--- src/rtl/sram_ctrl_pkg.sv ---
// Shared types and defaults for the SRAM access controller: FSM state encoding,
// default widths and the legal WAIT_CYCLES range.
package sram_ctrl_pkg;

  localparam int ADDR_W_DEF      = 11;
  localparam int DATA_W_DEF      = 8;
  localparam int LEN_W_DEF       = 4;
  localparam int WAIT_CYCLES_DEF = 2;
  localparam int WAIT_CYCLES_MIN = 1;
  localparam int WAIT_CYCLES_MAX = 15;
  localparam int WAIT_CNT_W      = 4;

  typedef enum logic [1:0] {
    ST_IDLE   = 2'd0,
    ST_SETUP  = 2'd1,
    ST_ACCESS = 2'd2,
    ST_HOLD   = 2'd3
  } state_e;

  function automatic logic wait_cycles_legal(input int w);
    return (w >= WAIT_CYCLES_MIN) && (w <= WAIT_CYCLES_MAX);
  endfunction

endpackage

--- src/rtl/sram_beat_counter.sv ---
// Wait-cycle and remaining-beat down-counters with load, decrement and zero flags.
// Single-cycle update; load wins over decrement, decrement saturates at zero.
module sram_beat_counter
  import sram_ctrl_pkg::*;
#(
  parameter int LEN_W = LEN_W_DEF
) (
  input  logic                  clk_i,
  input  logic                  rst_i,
  input  logic                  wait_load_i,
  input  logic [WAIT_CNT_W-1:0] wait_init_i,
  input  logic                  wait_dec_i,
  output logic                  wait_zero_o,
  input  logic                  beat_load_i,
  input  logic [LEN_W-1:0]      beat_init_i,
  input  logic                  beat_dec_i,
  output logic                  beat_zero_o
);

  logic [WAIT_CNT_W-1:0] wait_q, wait_d;
  logic [LEN_W-1:0]      beat_q, beat_d;

  always_comb begin
    wait_d = wait_q;
    if (wait_load_i) begin
      wait_d = wait_init_i;
    end else if (wait_dec_i && (wait_q != '0)) begin
      wait_d = wait_q - WAIT_CNT_W'(1);
    end
  end

  always_comb begin
    beat_d = beat_q;
    if (beat_load_i) begin
      beat_d = beat_init_i;
    end else if (beat_dec_i && (beat_q != '0)) begin
      beat_d = beat_q - LEN_W'(1);
    end
  end

  always_ff @(posedge clk_i or posedge rst_i) begin
    if (rst_i) begin
      wait_q <= '0;
      beat_q <= '0;
    end else begin
      wait_q <= wait_d;
      beat_q <= beat_d;
    end
  end

  assign wait_zero_o = (wait_q == '0);
  assign beat_zero_o = (beat_q == '0);

endmodule

--- src/rtl/sram_access_ctrl.sv ---
// Async SRAM controller: each beat is SETUP, WAIT_CYCLES x ACCESS, HOLD; requests held off by req_ready=0 outside IDLE.
// Read bursts of req_len+1 beats only when SRAM_ACCESS_CTRL_BURST_EN is defined; otherwise every read is one beat.
module sram_access_ctrl
  import sram_ctrl_pkg::*;
#(
  parameter int ADDR_W      = ADDR_W_DEF,
  parameter int DATA_W      = DATA_W_DEF,
  parameter int WAIT_CYCLES = WAIT_CYCLES_DEF,
  parameter int LEN_W       = LEN_W_DEF
) (
  input  logic              clk_clk,
  input  logic              reset_reset,
  input  logic              req_valid,
  output logic              req_ready,
  input  logic              req_write,
  input  logic [ADDR_W-1:0] req_addr,
  input  logic [DATA_W-1:0] req_wdata,
  input  logic [LEN_W-1:0]  req_len,
  output logic              rsp_valid,
  output logic [DATA_W-1:0] rsp_rdata,
  output logic              rsp_last,
  output logic              busy,
  output logic [ADDR_W-1:0] sram_address,
  output logic              sram_cs_n,
  output logic              sram_oe_n,
  output logic              sram_rnw,
  output logic [DATA_W-1:0] sram_dout,
  output logic              sram_dout_en,
  input  logic [DATA_W-1:0] sram_din
);

  if (!wait_cycles_legal(WAIT_CYCLES)) begin : g_bad_wait_cycles
    $error("sram_access_ctrl: WAIT_CYCLES out of range");
  end

  state_e            state_q, state_d;
  logic [ADDR_W-1:0] addr_q, addr_d;
  logic              write_q, write_d;
  logic [DATA_W-1:0] wdata_q, wdata_d;
  logic [DATA_W-1:0] rdata_q, rdata_d;

  logic              accept;
  logic              wait_zero, beat_zero;
  logic [LEN_W-1:0]  beat_init;

  assign accept = (state_q == ST_IDLE) && req_valid;

`ifdef SRAM_ACCESS_CTRL_BURST_EN
  assign beat_init = req_write ? '0 : req_len;
`else
  logic unused_req_len;
  assign unused_req_len = ^req_len;
  assign beat_init      = '0;
`endif

  sram_beat_counter #(
    .LEN_W (LEN_W)
  ) u_beat_counter (
    .clk_i       (clk_clk),
    .rst_i       (reset_reset),
    .wait_load_i (state_q == ST_SETUP),
    .wait_init_i (WAIT_CNT_W'(WAIT_CYCLES - 1)),
    .wait_dec_i  (state_q == ST_ACCESS),
    .wait_zero_o (wait_zero),
    .beat_load_i (accept),
    .beat_init_i (beat_init),
    .beat_dec_i  (state_q == ST_HOLD),
    .beat_zero_o (beat_zero)
  );

  always_ff @(posedge clk_clk or posedge reset_reset) begin
    if (reset_reset) begin
      state_q <= ST_IDLE;
    end else begin
      state_q <= state_d;
    end
  end

  always_comb begin
    state_d = state_q;
    case (state_q)
      ST_IDLE:   if (req_valid) state_d = ST_SETUP;
      ST_SETUP:  state_d = ST_ACCESS;
      ST_ACCESS: if (wait_zero) state_d = ST_HOLD;
      ST_HOLD:   state_d = beat_zero ? ST_IDLE : ST_SETUP;
      default:   state_d = ST_IDLE;
    endcase
  end

  always_comb begin
    req_ready    = 1'b0;
    busy         = 1'b1;
    sram_cs_n    = 1'b1;
    sram_oe_n    = 1'b1;
    sram_rnw     = 1'b1;
    sram_dout_en = 1'b0;
    rsp_valid    = 1'b0;
    case (state_q)
      ST_IDLE: begin
        req_ready = 1'b1;
        busy      = 1'b0;
      end
      ST_SETUP: begin
        sram_cs_n    = 1'b0;
        sram_rnw     = ~write_q;
        sram_dout_en = write_q;
      end
      ST_ACCESS: begin
        sram_cs_n    = 1'b0;
        sram_oe_n    = write_q;
        sram_rnw     = ~write_q;
        sram_dout_en = write_q;
      end
      ST_HOLD: begin
        sram_dout_en = write_q;
        rsp_valid    = ~write_q;
      end
      default: ;
    endcase
  end

  assign rsp_last     = rsp_valid && beat_zero;
  assign rsp_rdata    = rdata_q;
  assign sram_address = addr_q;
  assign sram_dout    = wdata_q;

  // Read data is captured on the final ACCESS clock so it is stable for the whole HOLD strobe.
  always_comb begin
    addr_d  = addr_q;
    write_d = write_q;
    wdata_d = wdata_q;
    rdata_d = rdata_q;
    if (accept) begin
      addr_d  = req_addr;
      write_d = req_write;
      wdata_d = req_wdata;
    end
    if ((state_q == ST_HOLD) && !beat_zero) begin
      addr_d = addr_q + ADDR_W'(1);
    end
    if ((state_q == ST_ACCESS) && wait_zero && !write_q) begin
      rdata_d = sram_din;
    end
  end

  always_ff @(posedge clk_clk or posedge reset_reset) begin
    if (reset_reset) begin
      addr_q  <= '0;
      write_q <= 1'b0;
      wdata_q <= '0;
      rdata_q <= '0;
    end else begin
      addr_q  <= addr_d;
      write_q <= write_d;
      wdata_q <= wdata_d;
      rdata_q <= rdata_d;
    end
  end

endmodule

--- config.mk ---
export PLATFORM = sky130hd
export DESIGN_NAME = sram_access_ctrl
export DESIGN_NICKNAME = d
export VERILOG_FILES = /design/src/rtl/sram_ctrl_pkg.sv /design/src/rtl/sram_beat_counter.sv /design/src/rtl/sram_access_ctrl.sv
export SDC_FILE = /design/constraint.sdc
export NUM_CORES = 1
export LEC_CHECK = 0
export ABC_AREA = 0
export BUFFER_PORTS_ARGS = -buffer_cell sky130_fd_sc_hd__buf_2
export CAP_MARGIN = 20
export CORE_ASPECT_RATIO = 2
export CORE_UTILIZATION = 45
export CTS_CLUSTER_DIAMETER = 150
export DETAILED_ROUTE_END_ITERATION = 6
export PLACE_DENSITY = 0.75
export SYNTH_ARGS = -nofsm -noshare
export SYNTH_HDL_FRONTEND = slang
export SYNTH_SLANG_ARGS = --single-unit
--- constraint.sdc ---
create_clock -name clk_clk -period 4.85 [get_ports clk_clk]
set_clock_uncertainty 0.05 [all_clocks]
set_input_delay 0.97 -clock clk_clk [delete_from_list [all_inputs] [get_ports clk_clk]]
set_output_delay 0.97 -clock clk_clk [all_outputs]
set_load 0.01 [all_outputs]
# Word level (Yosys, flattened, before mapping)
# Index checks and enable logic that the tools add are counted.
[classes]
add_sub_neg = 3
n_eq_ne = 5
mux = 17
n_bitwise = 1
reduce_logical = 20
[op_table]
columns = ["op", "n"]
rows = [
  ["11-bit two-way mux", 2],
  ["4-bit two-way mux", 4],
  ["11-bit by 1-bit adder with 11-bit output, second input constant", 1],
  ["4-bit logical NOT", 2],
  ["1-bit two-way mux", 8],
  ["2-bit one-hot mux with 4 select lines", 1],
  ["4-bit nonzero test", 2],
  ["4-bit by 1-bit subtractor with 4-bit output, second input constant", 2],
  ["1-bit logical AND", 7],
  ["2-bit nonzero test", 3],
  ["2-bit equality test, second input constant", 2],
  ["2-bit two-way mux", 2],
  ["2-bit inequality test, second input constant", 2],
  ["3-bit OR reduction", 1],
  ["2-bit by 1-bit equality test with 1-bit output, second input constant", 1],
  ["1-bit logical NOT", 2],
  ["2-bit logical NOT", 1],
  ["2-bit AND reduction", 1],
  ["2-bit OR reduction", 1],
  ["1-bit inverter", 1],
]
[word_totals]
register_bits = 38
output_inout_bits = 35
elab_cells = 53

# Logic depth before layout (Yosys ltp)
# Gate-level depths: netlist of the first run.
[logic_depth]
ltp_word = 4
ltp_mapped = 7
mapped_depth_nobuf = 6

# By module
# From an unflattened synthesis of the first run, not the netlist that was laid out.
[unflattened]
cells_unflattened = 188
hier_area_um2 = 1985.7
[by_module_without_submodules]
columns = ["module", "n_inst", "cells_per_inst", "area_each_um2"]
rows = [
  ["sram_access_ctrl", 1, 132, 1487.7],
  ["sram_beat_counter", 1, 56, 498.0],
]

# Worst setup path after synthesis of the first run
# No wires, ideal clock.
[synth_path]
path_kind = "register to output"
start = "reg u_beat_counter.beat_q[0]"
end = "out rsp_last"
arrival_ns = 1.348
required_time_ns = 3.830
path_slack_ns = 2.482
stages_incl_launch_ff = 6
path_cell_list = "dfrtp_1 > inv_1 > ha_1 > or3b_1 > buf_2 > nor3_1"
[synth_via]
elab_chain_len = 2
[synth_lines]
columns = ["element", "line_no", "source"]
rows = [
  ["start, declared", "sram_beat_counter.sv:21", "logic [LEN_W-1:0] beat_q, beat_d;"],
  ["start signal, assigned", "sram_beat_counter.sv:47", "beat_q <= beat_d;"],
  ["4-bit logical NOT", "sram_beat_counter.sv:52", "assign beat_zero_o = (beat_q == '0);"],
  ["1-bit logical AND", "sram_access_ctrl.sv:122", "assign rsp_last = rsp_valid && beat_zero;"],
  ["end, declared", "sram_access_ctrl.sv:21", "output logic rsp_last,"],
]
# No other way between the ends.

# Worst setup path after layout of the first run
# Ends and elaborated chain as after synthesis.

==> results of run 1 <==
==> metrics by stage <==
stage / total power, mW / instances / hold WS [ns] / cell area [um2]
after global routing: 1.777 / 314 / 0.4603 / 2419
after floorplan: 1.163 / 195 / 0.4555 / 1966
after global placement: 1.401 / 306 / 0.4057 / 2327
after CTS: 1.652 / 314 / 0.4315 / 2419
final: 1.628 / 314 / 0.4269 / 2419
after detailed placement: 1.422 / 306 / 0.4118 / 2327
==> per-layer routing <==
metal | up-vias | share of wire [%]
met3 | 7 | 3.9
met5 | - | 0
met1 | 779 | 39
met2 | 43 | 56
met4 | 0 | 1.8
li1 | 810 | -
==> where the power goes <==
part	switching, mW	internal, mW	total, mW
Clock	0.105	0.115	0.219
Combinational	0.440	0.374	0.814
Sequential	0.129	0.465	0.595
==> state kept, by name, indices dropped and copies added (netlist names) <==
signal	count
state_q	2
rsp_rdata	8
write_q	1
sram_address	11
sram_dout	8
u_beat_counter.beat_q	4
u_beat_counter.wait_q	4
==> area by class of cell <==
cell class / instances / area, um2 / area share (%)
sequential: 38 / 950.9 / 39.32
multi-input combinational: 140 / 940.9 / 38.90
timing repair buffer: 66 / 332.8 / 13.76
clock buffer: 7 / 86.33 / 3.570
tap: 52 / 65.06 / 2.690
inverter: 10 / 37.54 / 1.552
clock inverter: 1 / 5.005 / 0.2069
==> critical path, stage by stage, from the launching register on <==
cell and delay, ns:
sky130_fd_sc_hd__dfrtp_1 0.41, sky130_fd_sc_hd__inv_1 0.09, sky130_fd_sc_hd__ha_1 0.16, sky130_fd_sc_hd__or3b_1 0.47
sky130_fd_sc_hd__nor3_1 0.19, sky130_fd_sc_hd__buf_2 0.17
==> cells by family after synthesis <==
kind of cell / synth area share (%)
AO/OA/AOI/OAI: 12.09
buffers and inverters: 3.755
adder cells (fa/ha/maj): 5.729
flip-flops: 48.38
AND/OR/NAND/NOR: 20.75
multiplexers: 6.620
XOR/XNOR: 2.673
==> layout by cell type (no fill, tap or decap), drive strengths merged, types with 3 or more instances in the layout <==
master   n
nand2   35
o21ai    4
nand3   10
dfrtp   38
a211oi   4
nor3     6
mux2     8
o221a    6
a311oi   3
inv     10
clkbuf   7
nor2    18
xor2     4
and2     3
a21oi    7
nand4    3
ha       9
buf     66
==> path summary, 6_finish.rpt <==
check / startpoint / to / cells past startpoint
min reg2reg: sram_dout[1] / sram_dout[1] / 2
min: sram_dout[1] / sram_dout[1] / 2
max: u_beat_counter.beat_q[0] / rsp_last / 5
max in group asynchronous: reset_reset / sram_address[0] / 3
min in group asynchronous: reset_reset / sram_address[4] / 2
max reg2reg: state_q[0] / sram_address[2] / 5
==> impl_metrics.csv, run 1 <==
group,metric,value,unit
timing,timing.final.setup_violations,0,
synthesis,netlist_top_cells_area,"sky130_fd_sc_hd__dfrtp_1 48%, sky130_fd_sc_hd__nand2_1 6.7%, sky130_fd_sc_hd__mux2_4 6.1%",
timing,slew-limit-headroom,53.00,%
floorplanning,fp.dieH,95.47,um
synthesis,async_reset_ff_share,100.0,%
grt,grt.total_usage,20.01,%
clocking,cts_buffer_depth,2,
final_layout,antenna_cells,0,
clocking,clkSlewWorstSetupHoldPaths,0.07,ns
clocking,cts_buffers,5,
final_layout,fillerInstances,390,
power,static-leakage-power,1.210,nW
floorplanning,initial_utilization,47.61,%
synthesis,yosysUniqueCellTypes,40,
placement,place_ws,2.173,ns
floorplanning,ios,70,
power,max-vdd-ir-drop,0.4383,mV
power,pwr_density_cell,673.1,nW/um2
clocking,clock_sinks,38,
clocking,postCtsSetupRepairBufs,0,
drt,route.antenna.remaining_nets,0,
floorplanning,std_cell_rows,33,
final_layout,post-route-util,58.58,%
critical_path,worstPathMaxFanout,6,
final_layout,finalNetCount,305,
drt,drt_pre_antenna_iters,4,
grt,grt_use_met1,20.59,%
clocking,clock_root_buffer_master,"sky130_fd_sc_hd__clkbuf_8",
clocking,cts_resized,0,
synthesis,ys_ff_latch,38,
drt,routed_wl,4240,um
grt,grt_first_pass_wirelength,7113,um
worst_hold_path,hold_class,"reg2reg",
synthesis,netlist.top_cell.by_area,"sky130_fd_sc_hd__dfrtp_1",
timing,rsz0062_at_grt,"false",
timing,total_negative_slack,0,ns
clocking,clk_latency,0.28,ns
drt,drc_violation_count_after_routing,0,
timing,finalWorstSetupSlack,2.053,ns
timing,final-hold-violation-count,0,
drt,detail_route.iter0.violations,25,
critical_path,crit_path_start_kind,"flip-flop",
grt,globalRouteMet3Util,3.828,%
critical_path,reg2reg_setup_slack,2.48,ns
synthesis,synthesis.area_per_instance,10.08,um2
grt,grt_start_max_net_pins,24,
final_layout,synthToLayoutAreaGrowth,23.04,%
drt,vias_per_cell,5.220,
synthesis,synth_seq_area_share,48.38,%
critical_path,worst_ep_arrival_time,1.78,ns
timing,period_needed,2.797,ns
final_layout,layout-drive-gt1-share,35.50,%
timing,timing_worst_slew_pin_value,0.7042,ns
timing,final_number_of_max_transition_violations,0,
timing,achievable-frequency,0.3575,GHz
grt,antenna_found_initial,0,
placement,sum_of_net_half_perimeters_after_detailed_placement,3207,um
floorplanning,design.die.area,4652,um2
synthesis,synth_nets,239,
grt,use_met2,38.08,%
critical_path,critical_path.endpoint_type,"primary output",
placement,port_buffers,65,
job,drv.max_cap_violation_count,0,
critical_path,cp_data_required_time,3.83,ns
critical_path,criticalPathCategory,"reg2out",
synthesis,synthMostInstantiatedCell,"sky130_fd_sc_hd__dfrtp_1",
drt,dr_total_vias,1639,
grt,grt_busiest_layer,"met2",
clocking,cts.htree.levels,2,
synthesis,synth-edff-count,0,
grt,grt_pass1_vias,1607,
synthesis,mappedNetlistArea,1966,um2
outcome,outcome,"finished clean",
grt,grt-ovfl-total,0,
timing,fin_crit_sh,57.67,%
synthesis,yosys_most_used_dff,"sky130_fd_sc_hd__dfrtp_1",
clocking,cts_tree,"yes",
synthesis,syn_inst,195,
clocking,holdBufCountCts,0,
synthesis,synthesis.yosys.warnings,0,
synthesis,netlist.area_leader.share,48.38,%
floorplanning,chipWidth,48.74,um
synthesis,netlist_top_cells_count,"38 x sky130_fd_sc_hd__dfrtp_1, 35 x sky130_fd_sc_hd__nand2_1, 17 x sky130_fd_sc_hd__nor2_1",
placement,place_congestion,0.8733,
floorplanning,core_area,4129,um2
drt,routed_wire_length_per_instance,13.50,um
Power figures use the tool's default switching activity.
==> run 2: changes to the inputs <==
--- a/config.mk
+++ b/config.mk
@@ -5,14 +5,14 @@
 export SDC_FILE = /design/constraint.sdc
 export NUM_CORES = 1
 export LEC_CHECK = 0
-export ABC_AREA = 0
+export ABC_AREA = 1
 export BUFFER_PORTS_ARGS = -buffer_cell sky130_fd_sc_hd__buf_2
 export CAP_MARGIN = 20
 export CORE_ASPECT_RATIO = 2
 export CORE_UTILIZATION = 45
 export CTS_CLUSTER_DIAMETER = 150
 export DETAILED_ROUTE_END_ITERATION = 6
-export PLACE_DENSITY = 0.75
+export PLACE_DENSITY = 0.78
 export SYNTH_ARGS = -nofsm -noshare
 export SYNTH_HDL_FRONTEND = slang
 export SYNTH_SLANG_ARGS = --single-unit
==> constraint.sdc (replaced) <==
create_clock -name clk_clk -period 2.4 [get_ports clk_clk]
set_clock_uncertainty 0.05 [all_clocks]
set_input_delay 0.48 -clock clk_clk [delete_from_list [all_inputs] [get_ports clk_clk]]
set_output_delay 0.48 -clock clk_clk [all_outputs]
set_load 0.01 [all_outputs]
==> run 2 against run 1 <==
Net effect:
- flip-flop and latch count unchanged
- critical path depth decreased by 1
- first-iteration DRC count increased by 20%
- cell area increased by 3.1%
- worst hold slack got worse by 0.17 ns
- critical endpoint is now sram_oe_n
- largest power group unchanged
==> impl_metrics.csv, run 2 <==
group,metric,value,unit
clocking,cts_buffer_depth,2,
timing,final-hold-violation-count,0,
critical_path,criticalPathCategory,"reg2out",
placement,port_buffers,65,
final_layout,finalNetCount,386,
floorplanning,initial_utilization,47.23,%
drt,route.antenna.remaining_nets,0,
synthesis,netlist.area_leader.share,46.40,%
synthesis,netlist_top_cells_count,"103 x sky130_fd_sc_hd__nand2_1, 38 x sky130_fd_sc_hd__dfrtp_1, 29 x sky130_fd_sc_hd__inv_1",
synthesis,synth_nets,317,
final_layout,antenna_cells,0,
final_layout,synthToLayoutAreaGrowth,21.67,%
synthesis,synth_seq_area_share,46.40,%
critical_path,reg2reg_setup_slack,0.64,ns
placement,place_congestion,0.7512,
grt,antenna_found_initial,0,
synthesis,mappedNetlistArea,2049,um2
drt,drc_violation_count_after_routing,0,
synthesis,synthesis.area_per_instance,7.507,um2
clocking,clkSlewWorstSetupHoldPaths,0.08,ns
floorplanning,fp.dieH,97.44,um
critical_path,critical_path.endpoint_type,"primary output",
clocking,cts_resized,0,
power,p_switching,1.292,mW
synthesis,netlist.top_cell.by_area,"sky130_fd_sc_hd__dfrtp_1",
synthesis,netlist_top_cells_area,"sky130_fd_sc_hd__dfrtp_1 46%, sky130_fd_sc_hd__nand2_1 19%, sky130_fd_sc_hd__ha_1 5.5%",
timing,slew-limit-headroom,66.76,%
drt,detail_route.iter0.violations,30,
clocking,clock_sinks,38,
synthesis,synthMostInstantiatedCell,"sky130_fd_sc_hd__nand2_1",
floorplanning,chipWidth,49.72,um
floorplanning,std_cell_rows,34,
final_layout,final_common_cell,"sky130_fd_sc_hd__nand2_1",
timing,fin_crit_sh,81.21,%
power,internal_power,1.644,mW
synthesis,yosysUniqueCellTypes,23,
critical_path,worst_ep_arrival_time,1.42,ns
critical_path,cp_data_required_time,1.87,ns
clocking,postCtsSetupRepairBufs,0,
placement,place.detailed.instances,389,
synthesis,syn_inst,273,
floorplanning,core_area,4339,um2
clocking,holdBufCountCts,0,
grt,grt-ovfl-total,0,
placement,sum_of_net_half_perimeters_after_detailed_placement,3527,um
power,power.share.clock,14.0,%
outcome,outcome,"finished clean",
synthesis,yosys_most_used_dff,"sky130_fd_sc_hd__dfrtp_1",
power,static-leakage-power,1.402,nW
drt,routed_wire_length_per_instance,11.88,um
synthesis,synthesis.yosys.warnings,0,
power,total_power,2.937,mW
critical_path,rr_startpoint,"state_q[0]",
grt,grt.total_usage,21.23,%
drt,drt_pre_antenna_iters,4,
critical_path,crit_path_start_kind,"flip-flop",
timing,timing.final.setup_violations,0,
final_layout,layout.cells.most_common_list,"103 x sky130_fd_sc_hd__nand2_1, 65 x sky130_fd_sc_hd__buf_2, 38 x sky130_fd_sc_hd__dfrtp_1, 29 x sky130_fd_sc_hd__inv_1, 25 x sky130_fd_sc_hd__nor2_1",
floorplanning,design.die.area,4845,um2
synthesis,async_reset_ff_share,100.0,%
critical_path,worstPathMaxFanout,10,
timing,total_negative_slack,0,ns
clocking,cts_tree,"yes",
power,pwr_density_cell,1178,nW/um2
floorplanning,ios,70,
clocking,clk_latency,0.29,ns
timing,rsz0062_at_grt,"false",
grt,grt_pass1_vias,1932,
worst_hold_path,hold_class,"in2async",
timing,achievable-frequency,0.5131,GHz
drt,dr_total_vias,1953,
power,max-vdd-ir-drop,0.8399,mV
timing,final_number_of_max_transition_violations,0,
timing,timing_worst_slew_pin_value,0.4987,ns
clocking,cts_buffers,5,
drt,vias_per_cell,4.932,
drt,routed_wl,4703,um
final_layout,largest_register_ff_count,11,
power,power.switching_fraction,44.01,%
grt,grt_first_pass_wirelength,8031,um
final_layout,final_cells,396,
critical_path,r2r_cells,8,
critical_path,r2r-end,"sram_address[9]",
clocking,cts.htree.levels,2,
power,power_frac_seq,39.3,%
job,drv.max_cap_violation_count,0,
synthesis,ys_ff_latch,38,
final_layout,layout-drive-gt1-share,25.15,%
synthesis,synth-edff-count,0,
timing,period_needed,1.949,ns
clocking,clock_root_buffer_master,"sky130_fd_sc_hd__clkbuf_8",
grt,grt_start_max_net_pins,39,
power,combPwrFrac,46.7,%
==> run 2: changes by cell type in the layout (fill, tap and decap cells not counted), sizes merged, moves of 6 or more <==
cell,delta
nor2,+10
nand3,+11
nand2,+72
o21ai,+18
inv,+21
mux2,-8
o221a,-6
==> run 2: worst max-delay path: stages (launching register included) <==
cell                      delay [ns]
sky130_fd_sc_hd__dfrtp_1        0.42
sky130_fd_sc_hd__inv_1          0.14
sky130_fd_sc_hd__ha_1           0.25
sky130_fd_sc_hd__nand2_2        0.16
sky130_fd_sc_hd__buf_2          0.18
==> run 2: worst max path at each step <==
| stage | start | to | slack (ns) | cells after the start |
|---|---|---|---|---|
| after floorplan | u_beat_counter.beat_q[0] | rsp_last | 0.91 | 4 |
| after global placement | state_q[0] | sram_address[0] | 0.67 | 8 |
| after detailed placement | state_q[0] | sram_address[9] | 0.64 | 8 |
| after CTS | state_q[0] | sram_oe_n | 0.43 | 4 |
| after global routing | state_q[0] | sram_oe_n | 0.38 | 4 |
| final | state_q[0] | sram_oe_n | 0.45 | 4 |
==> run 2: area by class of cell <==
| cell class | instances | area [um2] |
|---|---|---|
| tap | 54 | 67.56 |
| clock buffer | 5 | 68.82 |
| timing repair buffer | 67 | 340.3 |
| sequential | 38 | 950.9 |
| clock inverter | 2 | 10.01 |
| inverter | 31 | 116.4 |
| multi-input combinational | 199 | 939.7 |
| fill | 446 | 1846 |
==> run 2: metal layers <==
metal  GRT usage (%)  vias to the layer above  wire length, um
li1                -                      984                -
met5               0                        -                0
met1           20.96                      906             1826
met2           41.16                       57             2601
met3           3.443                        6              204
met4           8.571                        0               70
==> run 2: kinds of logic (layout without fill, tap and decap cells) <==
logic type / after synthesis / in the layout / synth area share [%]
AOI/OAI and AO/OA: 28 / 28 / 7.204
xor gates and xnor gates: 1 / 1 / 0.4274
adders and majority gates: 9 / 9 / 5.495
buffers and inverters: 36 / 105 / 7.753
DFF: 38 / 38 / 46.40
and+or+nand+nor: 161 / 161 / 32.72
==> run 2: per-stage QoR <==
step	hold WS, ns	instance area (um2)	setup WS (ns)	util (%)
after floorplan	0.4072	2049	0.9119	-
after global placement	0.4091	2415	0.6733	55.65
after detailed placement	0.4141	2415	0.6386	55.65
after CTS	0.2546	2494	0.4282	57.47
after global routing	0.2894	2494	0.3755	57.47
final	0.2527	2494	0.4509	57.47
==> run 2: power groups by stage <==
stage,Combinational (mW),Clock [mW],Sequential (mW)
detailed placement,1.38,0,1.16
floorplan,0.799,0,1.23
finish,1.37,0.411,1.15
global route,1.56,0.445,1.20
global placement,1.34,0,1.15
CTS,1.39,0.435,1.15
